### config.mk
export PLATFORM = sky130hd
export DESIGN_NAME = seg7_digit_encoder
export DESIGN_NICKNAME = d
export VERILOG_FILES = /design/src/rtl/seg7_pkg.sv /design/src/rtl/seg7_dabble_step.sv /design/src/rtl/seg7_digit_encoder.sv
export SDC_FILE = /design/constraint.sdc
export NUM_CORES = 1
export LEC_CHECK = 0
export CORE_MARGIN = 2
export CORE_UTILIZATION = 57
export CTS_BUF_LIST = sky130_fd_sc_hd__clkbuf_16
export CTS_CLUSTER_DIAMETER = 80
export DETAILED_ROUTE_END_ITERATION = 10
export PLACE_DENSITY = 0.81
export SLEW_MARGIN = 0
export SYNTH_ARGS = -nofsm -noshare
export SYNTH_HDL_FRONTEND = slang
export SYNTH_SLANG_ARGS = --single-unit
### constraint.sdc
create_clock -name clk -period 4.1 [get_ports clk]
set_input_delay 0.41 -clock clk [delete_from_list [all_inputs] [get_ports clk]]
set_output_delay 0.41 -clock clk [all_outputs]
set_load 0.005 [all_outputs]
### src/rtl/seg7_pkg.sv
// Shared constants and types for the seven-segment digit encoder.
package seg7_pkg;

  // Segment patterns indexed by hex digit; bit0..6 = a..g, bit7 (dp) never set here.
  localparam logic [15:0][7:0] SEG_TABLE = {
    8'h71, 8'h79, 8'h5E, 8'h39, 8'h7C, 8'h77, 8'h6F, 8'h7F,
    8'h07, 8'h7D, 8'h6D, 8'h66, 8'h4F, 8'h5B, 8'h06, 8'h3F
  };

  localparam logic [7:0]  SEG_DASH  = 8'h40;
  localparam logic [7:0]  SEG_BLANK = 8'h00;
  localparam logic [31:0] DEC_MAX   = 32'd99_999_999;

  typedef enum logic [1:0] {
    IDLE,
    CONV,
    ENCODE
  } state_t;

  function automatic logic [7:0] seg_of(input logic [3:0] nib);
    return SEG_TABLE[nib];
  endfunction

endpackage

### src/rtl/seg7_dabble_step.sv
// One double-dabble correction: add 3 to every BCD nibble that is 5 or more.
module seg7_dabble_step #(
  parameter int NIB = 8
) (
  input  logic [NIB-1:0][3:0] bcd_in,
  output logic [NIB-1:0][3:0] bcd_out
);

  for (genvar g = 0; g < NIB; g++) begin : g_nib
    assign bcd_out[g] = (bcd_in[g] >= 4'd5) ? bcd_in[g] + 4'd3 : bcd_in[g];
  end

endmodule

### src/rtl/seg7_digit_encoder.sv
// Converts a 32-bit value to eight hex/decimal segment bytes for the
// multiplexed display driver; decimal uses a 32-cycle double-dabble.
module seg7_digit_encoder
  import seg7_pkg::*;
#(
  parameter int DIGITS = 8,
  parameter int VAL_W  = 32
) (
  input  logic                  clk,
  input  logic                  rst_n,
  input  logic                  in_valid,
  output logic                  in_ready,
  input  logic [VAL_W-1:0]      in_value,
  input  logic                  in_dec,
  input  logic                  in_blank,
  input  logic [DIGITS-1:0]     in_dp,
  output logic [8*DIGITS-1:0]   numbers,
  output logic                  out_update
);

  localparam int BCD_W  = 4 * DIGITS;
  localparam int SR_W   = BCD_W + VAL_W;
  localparam int ITER_W = $clog2(VAL_W);

  state_t               state, state_nx;
  logic [VAL_W-1:0]     val_q;
  logic                 dec_q, blank_q, ovf_q;
  logic [DIGITS-1:0]    dp_q;
  logic [SR_W-1:0]      sr;
  logic [ITER_W-1:0]    iter;
  logic [BCD_W-1:0]     bcd_adj;
  logic                 accept;
  logic                 last_iter;

  logic [DIGITS-1:0][3:0] digit;
  logic [DIGITS-1:0][7:0] enc;
  logic                   zrun;

  assign in_ready  = rst_n && (state == IDLE);
  assign accept    = in_valid && in_ready;
  assign last_iter = (iter == ITER_W'(VAL_W - 1));

  seg7_dabble_step #(.NIB(DIGITS)) u_step (
    .bcd_in  (sr[SR_W-1 -: BCD_W]),
    .bcd_out (bcd_adj)
  );

  // Next-state: decimal in range iterates, everything else encodes directly.
  always_comb begin
    state_nx = state;
    case (state)
      IDLE:    if (accept) state_nx = (in_dec && (in_value <= DEC_MAX)) ? CONV : ENCODE;
      CONV:    if (last_iter) state_nx = ENCODE;
      ENCODE:  state_nx = IDLE;
      default: state_nx = IDLE;
    endcase
  end

  // State register; reset aborts any conversion in flight.
  always_ff @(posedge clk) begin
    if (!rst_n) state <= IDLE;
    else        state <= state_nx;
  end

  // Request latch and double-dabble shift register (adjust, then shift).
  always_ff @(posedge clk) begin
    if (accept) begin
      val_q   <= in_value;
      dec_q   <= in_dec;
      blank_q <= in_blank;
      dp_q    <= in_dp;
      ovf_q   <= in_dec && (in_value > DEC_MAX);
      sr      <= {{BCD_W{1'b0}}, in_value};
      iter    <= '0;
    end else if (state == CONV) begin
      sr      <= {bcd_adj, sr[VAL_W-1:0]} << 1;
      iter    <= iter + 1'b1;
    end
  end

  // Digit select, segment lookup, leading-zero blanking and dp merge.
  always_comb begin
    zrun  = 1'b1;
    digit = '0;
    enc   = '0;
    for (int i = DIGITS - 1; i >= 0; i--) begin
      digit[i] = dec_q ? sr[VAL_W + 4*i +: 4] : val_q[4*i +: 4];
      zrun     = zrun && (digit[i] == 4'd0);
      if (ovf_q)                        enc[i] = SEG_DASH;
      else if (blank_q && zrun && i != 0) enc[i] = SEG_BLANK;
      else                              enc[i] = seg_of(digit[i]);
      enc[i][7] = enc[i][7] | dp_q[i];
    end
  end

  // Output register: written only in ENCODE, update pulse follows the write.
  always_ff @(posedge clk) begin
    if (!rst_n) begin
      numbers    <= '0;
      out_update <= 1'b0;
    end else begin
      out_update <= (state == ENCODE);
      if (state == ENCODE) numbers <= enc;
    end
  end

endmodule

# After elaboration in Yosys (flattened, before gate mapping)
# Memories as Yosys holds them, arrays and structs flattened.
# Cells that the tools add are included.
[word_totals]
romBits = 1024
n_memories = 8
ff_bits = 179
word_cells = 131
inputBits = 45
ram_bits = 0
latchBits = 0
[classes]
n_mul = 0
eq_ne = 5
bitwise = 8
div = 0
n_shift = 0
mux = 45
magnitude_cmp = 18
reduce_logical = 27
addsub = 9
[memory_table]
columns = ["name", "depth", "word_bits", "rd", "rd_clocked_by_memory_dff", "wr", "line", "source"]
rows = [
  ["(no name shown)", 16, 8, 1, 0, 0, "seg7_pkg.sv:21", "return SEG_TABLE[nib];"],
  ["(no name shown)", 16, 8, 1, 0, 0, "seg7_pkg.sv:21", ""],
  ["(no name shown)", 16, 8, 1, 0, 0, "seg7_pkg.sv:21", ""],
  ["(no name shown)", 16, 8, 1, 0, 0, "seg7_pkg.sv:21", ""],
  ["(no name shown)", 16, 8, 1, 0, 0, "seg7_pkg.sv:21", ""],
  ["(no name shown)", 16, 8, 1, 0, 0, "seg7_pkg.sv:21", ""],
  ["+2 memories", "-", "-", "-", "-", "-", "-", ""],
]
[ops]
columns = ["operator", "count"]
rows = [
  ["$mux W8", 23],
  ["$mux W32", 2],
  ["$mux W4", 15],
  ["$lt A4 B5 Y1 const B", 8],
  ["$ge A4 B3 Y1 const B", 8],
  ["$gt A32 B27 Y1 const B", 1],
  ["$le A32 B27 Y1 const B", 1],
  ["$add A4 B2 Y4 const B", 7],
  ["$logic_not A4 Y1", 7],
  ["$logic_and A1 B1 Y1", 17],
  ["$or A1 B1 Y1", 8],
  ["$mux W2", 3],
  ["$add A5 B1 Y5 const B", 1],
  ["$eq A5 B5 Y1 const B", 1],
  ["$ne A2 B2 Y1 const B", 2],
  ["$pmux W2 S2", 1],
  ["$add A3 B2 Y3 const B", 1],
  ["$mux W3", 1],
  ["$eq A2 B1 Y1 const B", 1],
  ["$eq A2 B2 Y1 const B", 1],
  ["$logic_not A2 Y1", 1],
  ["$reduce_and A2 Y1", 1],
  ["$reduce_bool A2 Y1", 1],
]

# Logic depth before layout (Yosys ltp)
[depth]
depth_word = 12
ltp_mapped = 12
mapped_depth_nobuf = 8

# Modules after synthesis
# A second synthesis with hierarchy kept.
[unflattened]
cells_unflattened = 1022
hier_area_um2 = 9719.3
[modules_own_cells]
columns = ["mod", "cells_each", "seq_area_each_um2", "n_inst", "area_per_inst_um2"]
rows = [
  ["seg7_digit_encoder", 894, 4334.2, 1, 8908.5],
  ["seg7_dabble_step", 128, 0.0, 1, 810.8],
]

# Worst setup path after synthesis
# Ideal clock, no wire load.
[synth_path]
path_kind = "input -> register"
startpoint = "input rst_n"
endpoint = "register blank_q (enable)"
required_time_ns = 3.676
arrival_time_ns = 2.785
stages = 7
path_buffers = 3
slack_ns = 0.891
path_cell_list = "buf_2 > nand2b_1 > nor2_1 > nand2_1 > inv_1 > clkbuf_1 > buf_1"
[synth_between]
elab_chain_cells = 2
[synth_lines]
columns = ["element", "line", "source"]
rows = [
  ["from (decl)", "seg7_digit_encoder.sv:10", "input logic rst_n,"],
  ["$logic_and A1 B1 Y1", "seg7_digit_encoder.sv:39", "assign in_ready = rst_n && (state == IDLE);"],
  ["via in_ready", "seg7_digit_encoder.sv:12", "output logic in_ready,"],
  ["$logic_and A1 B1 Y1", "seg7_digit_encoder.sv:40", "assign accept = in_valid && in_ready;"],
  ["via accept", "seg7_digit_encoder.sv:32", "logic accept;"],
  ["to (signal assigned)", "seg7_digit_encoder.sv:70", "blank_q <= in_blank;"],
  ["to (decl)", "seg7_digit_encoder.sv:27", "logic dec_q, blank_q, ovf_q;"],
]
# The timed path passes the listed nets, and every way through them passes these cells.
# A chain may end at the register's enable or synchronous reset.

# Worst setup path in the final report
[layout_path]
startpoint = "register dec_q"
endpoint = "register numbers[20]"
[layout_between]
elab_chain_cells = 10
word_cells_on_any_way = 22
classes_between = "9 x mux; 12 x reduce/logical; 1 x memory"
[layout_lines]
columns = ["element", "line", "source"]
rows = [
  ["from (decl)", "seg7_digit_encoder.sv:27", ""],
  ["from (signal assigned)", "seg7_digit_encoder.sv:69", "dec_q <= in_dec;"],
  ["parallel branches: the longest is 8 deep, another holds $mem_v2 Z16 W8", "-", ""],
  ["$mux W8 *", "seg7_digit_encoder.sv:90", "else if (blank_q && zrun && i != 0) enc[i] = SEG_BLANK;"],
  ["$mux W8 *", "seg7_digit_encoder.sv:89", "if (ovf_q) enc[i] = SEG_DASH;"],
  ["to (signal assigned)", "seg7_digit_encoder.sv:103", "if (state == ENCODE) numbers <= enc;"],
  ["to (decl)", "seg7_digit_encoder.sv:17", "output logic [8*DIGITS-1:0] numbers,"],
]
# Mark *: on every way between the ends. The select of a mux whose other input is x is not followed.

==> flow_metrics.env <==
export IMPL_io_buffers=110
export IMPL_rsz0062_at_grt="false"
export IMPL_period_minus_slack_ps=3321
export IMPL_hp_class="flip-flop to flip-flop"
export IMPL_max_freq_mhz=301.1
export IMPL_setup_violations=0
export IMPL_dp_worst_setup_slack_ps=792.1
export IMPL_synth_area_um2=9580
export IMPL_wl_mm=21.33
export IMPL_syn_num_nets=1099
export IMPL_grt_pass1_wl_mm=34.09
export IMPL_grt_pass1_vias=6737
export IMPL_grt_overflow_total=0
export IMPL_vdd_drop_max_mv=0.2883
export IMPL_grt_max_degree=56
export IMPL_final_core_util_pct=69.04
export IMPL_std_cell_rows=47
export IMPL_ys_flop_type="dfxtp_1"
export IMPL_antenna_left=0
export IMPL_async_reset_ff_share_pct=0
export IMPL_drt_iter0_drc=698
export IMPL_yosysWarningCount=0
export IMPL_drc=0
export IMPL_finalNetCount=1195
export IMPL_hold_violations=0
export IMPL_antenna_found_initial=0
export IMPL_synth_seq_area_share_pct=45.24
export IMPL_areaGrowthSynthToFinish_pct=19.08
export IMPL_synthCells=988
export IMPL_fin_setup_tns_ps=0
export IMPL_finalPower_w=0.004031
export IMPL_h_tree_depth=4
export IMPL_ys_seq_elements=179
export IMPL_cts_resized=0
export IMPL_path_cells="buf_4, mux2i_1, ha_1, nor4b_1, o221ai_1, nor4_2, nor2_1, a22o_1"
export IMPL_insertedDiodeCount=0
export IMPL_fin_ws_ps=779.1
export IMPL_critPathLaunchType="flip-flop"
export IMPL_timing_hold_ws_ps=440.3
export IMPL_die_h_um=133.6
export IMPL_cts_tree="built"
export IMPL_drive_above_1_share_pct=7.931
export IMPL_finalCritPeriodShare_pct=81.00
export IMPL_p_sw_share_pct=24.71
export IMPL_p_seq_share_pct=48.9
export IMPL_drt_wirelength_per_cell_um=16.20
export IMPL_crit_buf_inv=1
export IMPL_synth_edff_count=75
export IMPL_grt_total_usage_pct=23.87
export IMPL_power_frac_clock_pct=40.3
export IMPL_cp_arrival_ps=3650
export IMPL_holdBufCountCts=0
export IMPL_post_cts_buffers=0
export IMPL_yosysTopAreaCell="edfxtp_1"
export IMPL_pin_count=111
export IMPL_dp_hpwl_mm=14.96
export IMPL_fp_dieW_um=133.6
export IMPL_p_int_w=0.003035
export IMPL_initial_core_util_pct=57.98
export IMPL_clock_path_buffers=2
export IMPL_criticalPathCategory="flip-flop to flip-flop"
export IMPL_place_congestion=0.8725
export IMPL_max_stage_delay_ps=710
export IMPL_core_area_um2=16520
export IMPL_drv_slew=0
export IMPL_synth_area_top_cells="edfxtp_1, dfxtp_1, ha_1"
export IMPL_skew_ps=8.095
export IMPL_power_leakage_nw=4.458
export IMPL_dieArea_um2=17860
export IMPL_cp_data_required_time_ps=4430
export IMPL_root_buffer="clkbuf_16"
export IMPL_synth_cell_types=70
export IMPL_maxCapViolCount=0
export IMPL_relSlewSlack_pct=40.56
export IMPL_crit_fanout=21
export IMPL_yosys_area_top_type_share_pct=23.51
export IMPL_clock_latency_ps=440
export IMPL_worst_pin_slew_ps=866.8
export IMPL_first_pass_iters=5
export IMPL_pwr_share_comb_pct=10.8
export IMPL_cpMaxStageDelayCell="edfxtp_1"
export IMPL_status="finished clean"
export IMPL_cts_sinks=179
export IMPL_vias=7640
export IMPL_path_delay_family="simple AND/OR/NAND/NOR gates"
export IMPL_crit_path_end_kind="flip-flop"
export IMPL_avgSynthCellArea_um2=9.697
export IMPL_cts_made_buffers=17
export IMPL_powerDensity_nw_per_um2=353.3
export IMPL_clk_pin_slew_ps=70
export IMPL_vias_per_cell=5.801
export IMPL_p_switching_w=0.0009961
-- through the flow --
step,cell area (µm²),std cells
floorplan,9580,988
global placement,10820,1285
detailed placement,10820,1285
CTS,11410,1317
global route,11410,1317
finish,11410,1317
-- registers in the layout (all words and copies together) (netlist names) --
name        count
iter            5
state           2
dec_q           1
ovf_q           1
out_update      1
blank_q         1
val_q          32
dp_q            8
numbers        64
sr             64
-- worst min-delay path: cells and delay by family (launching register included) --
kind             cells  cell delay [ps]
AO/OA/AOI/OAI        1               50
AND/OR/NAND/NOR      1               50
flip-flops           1              320
-- worst paths after layout --
kind                    start                  endpoint  slack [ps]  cells past startpoint
max           dec_q$_DFFE_PP_  numbers[20]$_SDFFE_PN0P_         780                      8
min          sr[31]$_DFFE_PP_       sr[32]$_SDFFE_PP0P_         440                      2
max reg2reg   dec_q$_DFFE_PP_  numbers[20]$_SDFFE_PN0P_         780                      8
min reg2reg  sr[31]$_DFFE_PP_       sr[32]$_SDFFE_PP0P_         440                      2
-- layer usage --
metal / share of wire [%] / global-route usage (%)
met5: 0 / 0
met3: 5.4 / 3.653
met2: 44 / 34.71
met4: 1.2 / 7.388
met1: 49 / 36.59
-- final cells by class --
type | count | area (µm²)
tap | 220 | 275.3
inverter | 42 | 157.7
fill | 1247 | 5116
clock buffer | 20 | 500.5
timing repair buffer | 124 | 1206
sequential | 179 | 4334
multi-input combinational | 720 | 4843
clock inverter | 12 | 91.34
-- synthesized netlist by cell type, types with 8 or more instances --
master / count
nand2b_1: 14
mux2_2: 16
a21boi_0: 19
a22o_1: 15
nand3_1: 38
and2_1: 8
nor3b_1: 11
edfxtp_1: 75
nor2_1: 51
clkbuf_1: 33
a22oi_1: 10
xnor2_1: 10
nor2b_1: 12
nand2_1: 182
dfxtp_1: 104
nor3_1: 10
a32oi_1: 10
o211ai_1: 9
a21oi_1: 51
mux2i_1: 25
inv_1: 42
o21ai_0: 68
a32o_1: 8
ha_1: 66
-- cell families after synthesis --
logic type / after synthesis / synth area share (%)
simple gates: 346 / 16.72
xor+xnor: 12 / 1.097
buf+inv: 89 / 4.205
compound gates: 241 / 16.76
fa+ha+maj: 66 / 8.620
mux: 55 / 7.366
flops: 179 / 45.24
-- power by group through the flow --
stage	Sequential (W)	Clock (W)	Combinational, W
2_1_floorplan	0.00200	0	0.000254
5_1_grt	0.00198	0.00172	0.000479
3_3_place_gp	0.00201	0	0.000423
6_report	0.00197	0.00162	0.000436
3_5_place_dp	0.00201	0	0.000431
4_1_cts	0.00197	0.00164	0.000435
-- placed cells by master (no fill, tap or decap), types with 20 or more instances in the layout --
master and count:
nand2_1 182, clkdlybuf4s50_1 110, dfxtp_1 104, edfxtp_1 75, o21ai_0 68, ha_1 66, nor2_1 51, a21oi_1 51
inv_1 43, nand3_1 38, mux2i_1 25, clkbuf_16 20
Power figures use the tool's default switching activity.
==> RTL change: new RTL, same settings <==
Re-encode `state_t` (3 states) as one-hot, 3 bits wide.
--- a/src/rtl/seg7_pkg.sv
+++ b/src/rtl/seg7_pkg.sv
@@ -12,8 +12,8 @@
   localparam logic [31:0] DEC_MAX   = 32'd99_999_999;
 
-  typedef enum logic [1:0] {
-    IDLE,
-    CONV,
-    ENCODE
+  typedef enum logic [2:0] {
+    IDLE   = 3'b001,
+    CONV   = 3'b010,
+    ENCODE = 3'b100
   } state_t;
 
Check against the original RTL: same outputs for any inputs over 4 cycles, from zero or initial values and one cycle with rst_n low; so few cycles prove little.
==> RTL change against the unedited design <==
Total power fell by 2.3%. Critical path type unchanged. Cell area increased by 0.64%. Sequential cell count increased by 1. Synthesized area rose by 0.38%. Largest cell class unchanged. Final cell count grew 0.38%. Core utilization up 0.44 points. Largest power group unchanged. Non-clock buffer count is 2 lower. Setup slack improved by 0.014 ns. Wire length rose by 2.0%.
==> RTL change: results (changes against the unedited design) <==
number of detailed-route iterations in the first pass=5 (unchanged); Seq/Total Area, Yosys=45.3% (was 45.2%); Fill cells=1276 (was 1247); P_leak=0.00445 uW (was 0.00446 uW); total number of vias=7635 (was 7640); status=complete, no violations (unchanged); skew final=0.0104 ns (was 0.00810 ns); Final Wtd Congestion=0.898 (was 0.873); post-cts gate resize count=0 (unchanged); largest net degree at the start of global routing=56 (unchanged); post-synthesis async set-or-reset flop share=0% (unchanged); IO buf count=110 (unchanged); Final Net Count=1200 (was 1195); Synth Warn #=0 (unchanged); Post-synth EDFFs=75 (unchanged); number of H-tree levels=4 (unchanged); Max clock buf depth=2 (unchanged); first-pass GRT wire length=35300 um (was 34100 um); Root Buffer=clkbuf_16 (unchanged); Detailed Place HPWL=15500 um (was 15000 um); most frequent cells after synthesis=nand2_1, dfxtp_1, edfxtp_1, ha_1, o21ai_0 (was nand2_1, dfxtp_1, edfxtp_1, o21ai_0, ha_1); Netlist cell types=75 (was 70); cts bufs inserted=17 (unchanged); Main synth FF type=dfxtp_1 (unchanged); CP Max Fanout=45 (was 21); drt total wl=21800 um (was 21300 um); clk slew on worst S/H paths=0.07 ns (about the same); ranking of synthesized cells by area=edfxtp_1, dfxtp_1, ha_1 (unchanged); initial antenna violation count=0 (unchanged); Max VDD drop=305 uV (was 288 uV); vias in the first global route=6953 (was 6737); worst min path class=register to register (unchanged); layout cells sized above 1=8.26% (was 7.93%); syn nets=1103 (was 1099); Slowest-stage cell, CP=edfxtp_1 (unchanged); biggest registers after layout=numbers (64), sr (64), val_q (32) (unchanged); Total GRT Usage=24.7% (was 23.9%); Data arrival, critical path=3.63 ns (was 3.65 ns); max incr delay on CP=0.87 ns (was 0.71 ns); Relative slew margins=40.6% (about the same); initial DRC count=469 (was 698); Worst-Skew Late Latency=0.44 ns (about the same)
## RTL change: cell types whose count changed in the layout (fill, tap and decap cells not counted), moves of 6 or more
cell,unedited run,this run
a32oi_1,10,2
inv_1,43,36
nor2b_1,12,6
nand2_1,182,188
## RTL change: logic make-up (layout without fill, tap and decap cells)
logic type,Yosys count,in the layout,share of synthesized area (%)
buf+inv,81,191,3.64
mux,59,59,7.49
simple gates,363,363,17.9
xor+xnor,12,12,1.09
flops,180,180,45.3
compound gates,231,231,16.0
fa+ha+maj,66,66,8.59
## RTL change: per-stage QoR
step | power [uW] | hold WS (ns) | area (um2) | setup WS (ns) | instances
after global placement | 2340 | 0.444 | 10900 | 0.965 | 1290
after detailed placement | 2350 | 0.454 | 10900 | 0.871 | 1290
after floorplan | 2210 | 0.418 | 9620 | 1.16 | 992
final | 3940 | 0.459 | 11500 | 0.793 | 1322
after CTS | 3950 | 0.462 | 11500 | 0.843 | 1322
after global routing | 4070 | 0.486 | 11500 | 0.538 | 1322
## RTL change: layout make-up
cell class                      count  area (um2)  share of cell area [%]
Sequential cell                   180        4350                    37.9
Clock inverter                     15         154                    1.34
Clock buffer                       17         425                    3.71
Timing Repair Buffer              122        1220                    10.6
Tap cell                          220         275                    2.40
Multi-Input combinational cell    731        4920                    42.8
Inverter                           37         139                    1.21
## RTL change: worst max-delay path: cells and delay by family (launching register included)
| kind | cells | cell delay (ns) |
|---|---|---|
| flip-flops | 1 | 0.87 |
| AO/OA/AOI/OAI | 3 | 0.58 |
| AND/OR/NAND/NOR | 2 | 0.57 |
| multiplexers | 1 | 0.51 |
| buffers and inverters | 1 | 0.34 |
| adder cells (fa/ha/maj) | 1 | 0.29 |
## RTL change: routing by layer
layer  up-vias  global-route usage, %  part of all wire (%)
met5         -                      0                     0
met1      3622                   36.6                    49
met2       241                   37.3                    44
met3        21                   4.31                   5.7
met4         0                   7.03                   1.2
li1       3751                      -                     -
## RTL change: report_power, final
part	switching [uW]	leakage (uW)	total [uW]	internal [uW]
Combinational	206	0.00261	367	161
Sequential	27.2	0.00154	1950	1920
Clock	722	0.000290	1620	903
## RTL change: worst paths after layout
| path | start | endpoint | slack, ns | cells past startpoint |
|---|---|---|---|---|
| setup / recovery | dec_q | numbers[8] | 0.79 | 8 |
| hold reg to reg | numbers[48] | numbers[48] | 0.46 | 2 |
| setup reg to reg | dec_q | numbers[8] | 0.79 | 8 |
| hold / removal | numbers[48] | numbers[48] | 0.46 | 2 |
